[src/rtl/mem_arb_pkg.sv]
// Shared constants and helpers for the memory arbiters.
package mem_arb_pkg;

    localparam int DEF_ADDR_W = 16;
    localparam int DEF_DATA_W = 8;
    localparam int WAIT_W     = 4;

    typedef enum logic {
        REQ_CPU = 1'b0,
        REQ_DMA = 1'b1
    } req_id_e;

    // Increment that sticks at the limit instead of wrapping.
    function automatic logic [WAIT_W-1:0] sat_inc(
        input logic [WAIT_W-1:0] cnt,
        input logic [WAIT_W-1:0] lim
    );
        logic [WAIT_W-1:0] res;
        if (cnt >= lim) begin
            res = lim;
        end else begin
            res = cnt + WAIT_W'(1);
        end
        return res;
    endfunction

endpackage

[src/rtl/mem_arbiter_if.sv]
// Requester, response and memory-side signals of the two-port memory arbiter.
interface mem_arbiter_if
    import mem_arb_pkg::*;
#(
    parameter int ADDR_W = DEF_ADDR_W,
    parameter int DATA_W = DEF_DATA_W
);
    logic              req0;
    logic              req1;
    logic              we0;
    logic              we1;
    logic [ADDR_W-1:0] addr0;
    logic [ADDR_W-1:0] addr1;
    logic [DATA_W-1:0] wdata0;
    logic [DATA_W-1:0] wdata1;
    logic              gnt0;
    logic              gnt1;
    logic              rvalid0;
    logic              rvalid1;
    logic [DATA_W-1:0] rdata0;
    logic [DATA_W-1:0] rdata1;
    logic [ADDR_W-1:0] mem_addr;
    logic [DATA_W-1:0] mem_din;
    logic              mem_re;
    logic              mem_we;
    logic [DATA_W-1:0] mem_dout;

    modport slave (
        input  req0, req1, we0, we1, addr0, addr1, wdata0, wdata1, mem_dout,
        output gnt0, gnt1, rvalid0, rvalid1, rdata0, rdata1,
               mem_addr, mem_din, mem_re, mem_we
    );

    modport master (
        output req0, req1, we0, we1, addr0, addr1, wdata0, wdata1, mem_dout,
        input  gnt0, gnt1, rvalid0, rvalid1, rdata0, rdata1,
               mem_addr, mem_din, mem_re, mem_we
    );

endinterface

[src/rtl/arb_age_counter.sv]
// Saturating age counter: counts consecutive denied cycles up to MAX_WAIT.
module arb_age_counter
    import mem_arb_pkg::*;
#(
    parameter int MAX_WAIT = 4
) (
    input  logic              clk,
    input  logic              rst_n,
    input  logic              inc,
    input  logic              clr,
    output logic              sat,
    output logic [WAIT_W-1:0] count
);

    localparam logic [WAIT_W-1:0] MAX_C = WAIT_W'(MAX_WAIT);

    logic [WAIT_W-1:0] cnt_r;

    // Age register; clear has priority over increment.
    always_ff @(posedge clk) begin
        if (!rst_n) begin
            cnt_r <= {WAIT_W{1'b0}};
        end else if (clr) begin
            cnt_r <= {WAIT_W{1'b0}};
        end else if (inc) begin
            cnt_r <= sat_inc(cnt_r, MAX_C);
        end else begin
            cnt_r <= cnt_r;
        end
    end

    assign sat   = (cnt_r == MAX_C);
    assign count = cnt_r;

endmodule

[src/rtl/mem_arbiter.sv]
// Two-port arbiter in front of a single-port synchronous RAM: CPU has priority,
// DMA is forced through after MAX_WAIT denied cycles; read data is steered by owner.
module mem_arbiter
    import mem_arb_pkg::*;
#(
    parameter int ADDR_W   = DEF_ADDR_W,
    parameter int DATA_W   = DEF_DATA_W,
    parameter int MAX_WAIT = 4
) (
    input  logic         clk,
    input  logic         rst_n,
    mem_arbiter_if.slave bus
);

    logic              gnt0_s;
    logic              gnt1_s;
    logic              sat_s;
    logic [WAIT_W-1:0] wait_cnt_s;
    logic [ADDR_W-1:0] mem_addr_s;
    logic [DATA_W-1:0] mem_din_s;
    logic              mem_re_s;
    logic              mem_we_s;
    logic [1:0]        rd_pend_r;

    arb_age_counter #(
        .MAX_WAIT (MAX_WAIT)
    ) u_age (
        .clk   (clk),
        .rst_n (rst_n),
        .inc   (bus.req1 & ~gnt1_s),
        .clr   (gnt1_s | ~bus.req1),
        .sat   (sat_s),
        .count (wait_cnt_s)
    );

    // Grant selection: starved DMA first, then CPU, then DMA; nothing in reset.
    always_comb begin
        gnt0_s = 1'b0;
        gnt1_s = 1'b0;
        if (!rst_n) begin
            gnt0_s = 1'b0;
            gnt1_s = 1'b0;
        end else if (bus.req1 && sat_s) begin
            gnt1_s = 1'b1;
        end else if (bus.req0) begin
            gnt0_s = 1'b1;
        end else if (bus.req1) begin
            gnt1_s = 1'b1;
        end else begin
            gnt0_s = 1'b0;
            gnt1_s = 1'b0;
        end
    end

    // Memory port mux; idle cycles leave the CPU address/data on the bus.
    always_comb begin
        mem_addr_s = bus.addr0;
        mem_din_s  = bus.wdata0;
        mem_re_s   = 1'b0;
        mem_we_s   = 1'b0;
        if (gnt1_s) begin
            mem_addr_s = bus.addr1;
            mem_din_s  = bus.wdata1;
            mem_we_s   = bus.we1;
            mem_re_s   = ~bus.we1;
        end else if (gnt0_s) begin
            mem_we_s   = bus.we0;
            mem_re_s   = ~bus.we0;
        end else begin
            mem_re_s   = 1'b0;
            mem_we_s   = 1'b0;
        end
    end

    // Remembers which requester owns the read data arriving next cycle.
    always_ff @(posedge clk) begin
        if (!rst_n) begin
            rd_pend_r <= 2'b00;
        end else begin
            rd_pend_r <= {gnt1_s & ~bus.we1, gnt0_s & ~bus.we0};
        end
    end

    assign bus.gnt0     = gnt0_s;
    assign bus.gnt1     = gnt1_s;
    assign bus.mem_addr = mem_addr_s;
    assign bus.mem_din  = mem_din_s;
    assign bus.mem_re   = mem_re_s;
    assign bus.mem_we   = mem_we_s;
    assign bus.rvalid0  = rd_pend_r[REQ_CPU];
    assign bus.rvalid1  = rd_pend_r[REQ_DMA];
    assign bus.rdata0   = bus.mem_dout;
    assign bus.rdata1   = bus.mem_dout;

endmodule

[src/flat_wrapper.sv]
// flat-port wrapper written by rule: the top's interface ports become plain ports
module mem_arbiter_flat import mem_arb_pkg::*;
#(
    parameter int ADDR_W   = DEF_ADDR_W,
    parameter int DATA_W   = DEF_DATA_W,
    parameter int MAX_WAIT = 4
)
  (clk, rst_n, bus_req0, bus_req1, bus_we0, bus_we1, bus_addr0, bus_addr1, bus_wdata0, bus_wdata1, bus_mem_dout, bus_gnt0, bus_gnt1, bus_rvalid0, bus_rvalid1, bus_rdata0, bus_rdata1, bus_mem_addr, bus_mem_din, bus_mem_re, bus_mem_we);
  mem_arbiter_if #(.ADDR_W(ADDR_W), .DATA_W(DATA_W)) bus_i ();
  input  logic clk;
  input  logic rst_n;
  input wire logic [$bits(bus_i.req0)-1:0] bus_req0;
  input wire logic [$bits(bus_i.req1)-1:0] bus_req1;
  input wire logic [$bits(bus_i.we0)-1:0] bus_we0;
  input wire logic [$bits(bus_i.we1)-1:0] bus_we1;
  input wire logic [$bits(bus_i.addr0)-1:0] bus_addr0;
  input wire logic [$bits(bus_i.addr1)-1:0] bus_addr1;
  input wire logic [$bits(bus_i.wdata0)-1:0] bus_wdata0;
  input wire logic [$bits(bus_i.wdata1)-1:0] bus_wdata1;
  input wire logic [$bits(bus_i.mem_dout)-1:0] bus_mem_dout;
  output wire logic [$bits(bus_i.gnt0)-1:0] bus_gnt0;
  output wire logic [$bits(bus_i.gnt1)-1:0] bus_gnt1;
  output wire logic [$bits(bus_i.rvalid0)-1:0] bus_rvalid0;
  output wire logic [$bits(bus_i.rvalid1)-1:0] bus_rvalid1;
  output wire logic [$bits(bus_i.rdata0)-1:0] bus_rdata0;
  output wire logic [$bits(bus_i.rdata1)-1:0] bus_rdata1;
  output wire logic [$bits(bus_i.mem_addr)-1:0] bus_mem_addr;
  output wire logic [$bits(bus_i.mem_din)-1:0] bus_mem_din;
  output wire logic [$bits(bus_i.mem_re)-1:0] bus_mem_re;
  output wire logic [$bits(bus_i.mem_we)-1:0] bus_mem_we;
  assign bus_i.req0 = bus_req0;
  assign bus_i.req1 = bus_req1;
  assign bus_i.we0 = bus_we0;
  assign bus_i.we1 = bus_we1;
  assign bus_i.addr0 = bus_addr0;
  assign bus_i.addr1 = bus_addr1;
  assign bus_i.wdata0 = bus_wdata0;
  assign bus_i.wdata1 = bus_wdata1;
  assign bus_i.mem_dout = bus_mem_dout;
  assign bus_gnt0 = bus_i.gnt0;
  assign bus_gnt1 = bus_i.gnt1;
  assign bus_rvalid0 = bus_i.rvalid0;
  assign bus_rvalid1 = bus_i.rvalid1;
  assign bus_rdata0 = bus_i.rdata0;
  assign bus_rdata1 = bus_i.rdata1;
  assign bus_mem_addr = bus_i.mem_addr;
  assign bus_mem_din = bus_i.mem_din;
  assign bus_mem_re = bus_i.mem_re;
  assign bus_mem_we = bus_i.mem_we;
  mem_arbiter #(.ADDR_W(ADDR_W), .DATA_W(DATA_W), .MAX_WAIT(MAX_WAIT)) u_core (.clk(clk), .rst_n(rst_n), .bus(bus_i));
endmodule
[config.mk]
export PLATFORM = sky130hd
export DESIGN_NAME = mem_arbiter_flat
export DESIGN_NICKNAME = d
export VERILOG_FILES = /design/src/rtl/mem_arb_pkg.sv /design/src/rtl/mem_arbiter_if.sv /design/src/rtl/arb_age_counter.sv /design/src/rtl/mem_arbiter.sv /design/src/flat_wrapper.sv
export SDC_FILE = /design/constraint.sdc
export NUM_CORES = 1
export LEC_CHECK = 0
export CORE_MARGIN = 1
export CORE_UTILIZATION = 22
export DETAILED_ROUTE_END_ITERATION = 7
export PLACE_DENSITY = 0.92
export SLEW_MARGIN = 20
export SYNTH_ARGS = -nofsm -noshare
export SYNTH_HDL_FRONTEND = slang
export SYNTH_SLANG_ARGS = --single-unit
[constraint.sdc]
create_clock -name clk -period 2.35 [get_ports clk]
set_input_delay 0.3525 -clock clk [delete_from_list [all_inputs] [get_ports clk]]
set_output_delay 0.3525 -clock clk [all_outputs]
set_load 0.1 [all_outputs]
Yosys cells after proc, flatten, opt, wreduce, memory -nomap -nowiden --
Cells that the tools add are included.
Word-level totals: register bits 6, memory bits (read-only) 0, memories 0, latch bits 0, logic and storage cells 30, output and inout bits 46, bits in writable memories 0
Operators by class: eq/ne operators 1, divide/modulo/power cells 0, shift operators 0, order comparisons 1, bitwise gates (word level) 9, multiplexer cells 14, reduce and logical (&&, ||, !) cells 2, add/sub/neg operators 1, multiply operators 0
Operator list (number):
- two-way mux 16 bit | 1
- two-way mux 1 bit | 11
- two-way mux 8 bit | 1
- NOT 1 bit | 5
- adder 4 x 1 -> 4 bit, second input constant | 1
- == test 4 x 3 -> 1 bit, second input constant | 1
- >= comparator 4 x 3 -> 1 bit, second input constant | 1
- two-way mux 4 bit | 1
- AND 1 bit | 3
- OR reduction 2 bit | 1
- logical AND 1 bit | 1
- bitwise OR 1 bit | 1

Longest topological paths before layout --
depth after elaboration 6, depth in mapped cells 7, depth with buffers taken out 6

Cells and area by module --
Synthesis repeated with hierarchy kept, for this count alone.
Unflattened totals: cell total of the unflattened synthesis 77, area, all modules 827.0 um^2
Modules (own cells, without submodules):
- mem_arbiter | cells each 57, area each 635.6 um^2, instances 1
- arb_age_counter | cells each 20, area each 191.4 um^2, instances 1

Worst setup path before layout --
Ideal clock, no wire load.
path type register -> output, start register u_core.u_age.cnt_r[0] (netlist: u_core.u_age.count[0]), end output bus_mem_we, path slack -1.316 ns, path buffers 0, cell stages (with the launch flop) 6, data arrival time 3.314 ns, path through dfxtp_1 -> inv_1 -> ha_1 -> and3b_1 -> a21oi_1 -> a22o_1
On the way: cells in the longest elaborated chain, start to end 6
RTL lines:
- start, declared | RTL line arb_age_counter.sv:17 | logic [WAIT_W-1:0] cnt_r;
- start signal, assigned | RTL line arb_age_counter.sv:22 | cnt_r <= {WAIT_W{1'b0}};
- start signal, assigned | RTL line arb_age_counter.sv:24 | cnt_r <= {WAIT_W{1'b0}};
- start signal, assigned | RTL line arb_age_counter.sv:26 | cnt_r <= sat_inc(cnt_r, MAX_C);
- == test 4 x 3 -> 1 bit | RTL line arb_age_counter.sv:32 | assign sat = (cnt_r == MAX_C);
- logical AND 1 bit | RTL line mem_arbiter.sv:43 | end else if (bus.req1 && sat_s) begin
- two-way mux 1 bit | RTL line mem_arbiter.sv:43
- two-way mux 1 bit | RTL line mem_arbiter.sv:40 | if (!rst_n) begin
- net bus_gnt0 | RTL line flat_wrapper.sv:21 | output wire logic [$bits(bus_i.gnt0)-1:0] bus_gnt0;
- two-way mux 1 bit | RTL line mem_arbiter.sv:66 | end else if (gnt0_s) begin
- two-way mux 1 bit | RTL line mem_arbiter.sv:61 | if (gnt1_s) begin
- end, declared | RTL line flat_wrapper.sv:30 | output wire logic [$bits(bus_i.mem_we)-1:0] bus_mem_we;
The timed path passes the listed nets, and every way through them passes these cells.

Worst setup path after layout --
start register u_core.u_age.cnt_r[1] (netlist: u_core.u_age.count[1]), end output bus_mem_addr[15]
On the way: cells in the longest elaborated chain, start to end 5
RTL lines:
- == test 4 x 3 -> 1 bit | RTL line arb_age_counter.sv:32
- logical AND 1 bit | RTL line mem_arbiter.sv:43
- two-way mux 1 bit | RTL line mem_arbiter.sv:43
- two-way mux 1 bit | RTL line mem_arbiter.sv:40
- two-way mux 16 bit | RTL line mem_arbiter.sv:61
- end, declared | RTL line flat_wrapper.sv:27 | output wire logic [$bits(bus_i.mem_addr)-1:0] bus_mem_addr;
Every way passes these cells.

==> results.tsv <==
metric	value	unit
unrepaired setup endpoints after global routing	no	
Crit Path Category	register to primary output	
Final ANT Viol Nets	0	
Hold Slack	0.472	ns
Hold Path Sink	u_core.u_age.count[2]	
first-pass GRT wire length	4630	µm
Post-Syn Instances	71	
CP startpoint kind	register	
critical path fanouts, max	4	
Slew Limit Fails	0	
status	finished with violations	
Post-Place Setup Slack	0.0768	ns
Final HPWL DP	2310	µm
hold bufs inserted after CTS	0	
final setup fails	0	
CTS Root Cell	clkbuf_4	
CP max stage delay	0.33	ns
routed vias/inst	4.47	
Worst EP required	2.00	ns
Worst path most repeated cell	buf_12	
number of DRC markers in iteration 0	14	
met1 global-route usage	21.0	%
Max-Cap Viols	0	
CTS tree	done	
Layout fillers	186	
Total Routing Usage GR	19.0	%
finished layout cell area	2010	µm²
initial antenna violation count	0	
# IOs	108	
failing checks	design-rule violations	
min cycle time layout	2.28	ns
number of global-route vias before repair	966	
FF+latch area	123	µm²
number of flops mapped to enable cells by yosys	0	
CP arrival	1.93	ns
leading area contributor after synthesis	mux2_2	
Synth Register Bits	6	
1st-pass router iterations	5	
Layout area overhead	195	%
most instantiated cells after synthesis	mux2_2 (24), buf_4 (16), dfxtp_1 (6)	
R2R Path End	u_core.u_age.count[2]	
worst skew pair latency	0.24	ns
Die Width	57.6	µm
RR Startpoint	u_core.u_age.count[1]	
ranking of synthesized cells by area	mux2_2 (40%), dfxtp_1 (18%), buf_4 (18%)	
CTS Sinks	6	
final wirelength	3080	µm
met3 Resource Use GR	5.22	%
Worst-path clk slew	0.05	ns
Final Hold Fails	0	
library cells used by synthesis	18	
area share of the largest cell type after synthesis	39.8	%
grt ovf	0	
min-delay src	bus_req1	
R2R setup slack	0.95	ns
multi-input logic area	518	µm²
largest net degree at the start of global routing	10	
maximum vdd drop	0.000270	V
ratio of cells with drive above 1 in the final layout	52.3	%
count leader, synth	mux2_2	
placed inst area	1740	µm²
CP top delay family	buffers and inverters	
number of CTS-inserted buffers	3	
Seq/Total Area, Yosys	17.7	%
achievable frequency	438	MHz
WL per Instance	17.1	µm
Diodes inserted	0	
layer with the highest usage	met2	
main flop type after synthesis	dfxtp_1	
met2 usage	33.7	%
Cell Pwr Density	413	nW/µm²
Final Util	70.9	%
Core Footprint	2830	µm²
Mapped Avg Cell Area	9.57	µm²
worst hold path depth	2	
detailed-route DRC error count	9	
Syn Std Cell Area	679	µm²
clock skew	0.00209	ns
nets	215	
Die Span Y	57.6	µm
full die area	3310	µm²
Hold Path Class	input pin to register	
crit path cell chain	inv_2 > ha_4 > and3b_2 > o21ai_4 > buf_12 > clkbuf_16 > mux2_4 > buf_12	
Period Utilization, post-route	97.2	%
Clock Tree Buf Depth	2	
Leak	0.000954	µW
DR vias	805	
syn nets	135	
worst reg-to-reg path cell count	6	
H-tree lvl count	1	
standard-cell rows	19	
Slowest cell on crit path	dfxtp_2	
Starting Density	24.0	%
CP endpoint kind	primary output	
ys async rst share	0	%
setup ws final	0.0660	ns
gpl congestion	0.688	
# port buffers	83	
crit path buf inv count	4	
Synth warnings	0	
[cells in the final DEF, fill, tap and decap left out, drive strengths merged]
| cell | netlist | final |
|---|---|---|
| conb | 1 | 1 |
| clkdlybuf4s50 | 0 | 52 |
| nand2 | 2 | 2 |
| inv | 6 | 6 |
| and3b | 1 | 1 |
| o21ai | 1 | 1 |
| ha | 2 | 2 |
| o311a | 1 | 1 |
| a21oi | 1 | 1 |
| nor3 | 2 | 2 |
| clkbuf | 0 | 4 |
| nor2 | 2 | 2 |
| buf | 18 | 39 |
| a22o | 1 | 1 |
| o2bb2ai | 1 | 1 |
| dfxtp | 6 | 6 |
| mux2 | 24 | 24 |
| and2 | 2 | 2 |
| dlymetal6s2s | 0 | 1 |
[worst max path at each step]
stage / depth (start not counted) / from / slack [ns] / to
CTS: 8 / u_core.u_age.count[1] / 0.0009 / bus_mem_addr[14]
global route: 8 / u_core.u_age.count[1] / 0.003 / bus_mem_din[6]
floorplan: 5 / u_core.u_age.count[0] / -0.27 / bus_mem_we
finish: 8 / u_core.u_age.count[1] / 0.07 / bus_mem_addr[15]
global placement: 6 / bus_req0 / 0.13 / bus_mem_din[7]
detailed placement: 6 / bus_req0 / 0.08 / bus_mem_addr[14]
[state kept, by name, summed over array words and instances (netlist names)]
| signal | cells |
|---|---|
| u_core.rd_pend_r | 2 |
| u_core.u_age.count | 4 |
[layer usage]
layer	vias up	share of wire [%]
met5	-	0
met3	2	11
met2	57	53
met1	363	36
li1	383	-
met4	0	0.68
[report_power, final]
group	switching, µW	internal, µW
combinational	347	279
sequential	1.83	105
clock	37.1	57.8
total	386	442
[cells by family (layout without fill, tap and decap cells)]
kind of cell / Yosys count / in the layout / synth area share [%]
other cells: 1 / 1 / 0.552
flops: 6 / 6 / 17.7
simple gates: 9 / 9 / 6.81
mux: 24 / 24 / 39.8
fa+ha+maj: 2 / 2 / 3.68
compound gates: 5 / 5 / 7.18
buf+inv: 24 / 102 / 24.3
[metrics by stage]
step / power, µW / instances / TNS (ns)
floorplan: 555 / 71 / -0.270
global placement: 683 / 169 / 0
detailed placement: 689 / 169 / 0
CTS: 832 / 177 / 0
global route: 858 / 180 / 0
finish: 828 / 180 / 0
[area by class of cell]
| cell class | instances | share of cell area [%] |
|---|---|---|
| timing repair buffer | 93 | 63.9 |
| multi-input combinational | 41 | 25.8 |
| tap | 31 | 1.93 |
| inverter | 6 | 1.12 |
| sequential | 6 | 6.11 |
| clock buffer | 3 | 1.12 |
[what timing repair did]
action	CTS	global route
pin swaps	1	1
endpoints found under the setup margin	25	25
buffers inserted	3	2
gates cloned	2	1
gates resized for setup	32	4
Note: power is estimated with default switching activity, not from simulation.
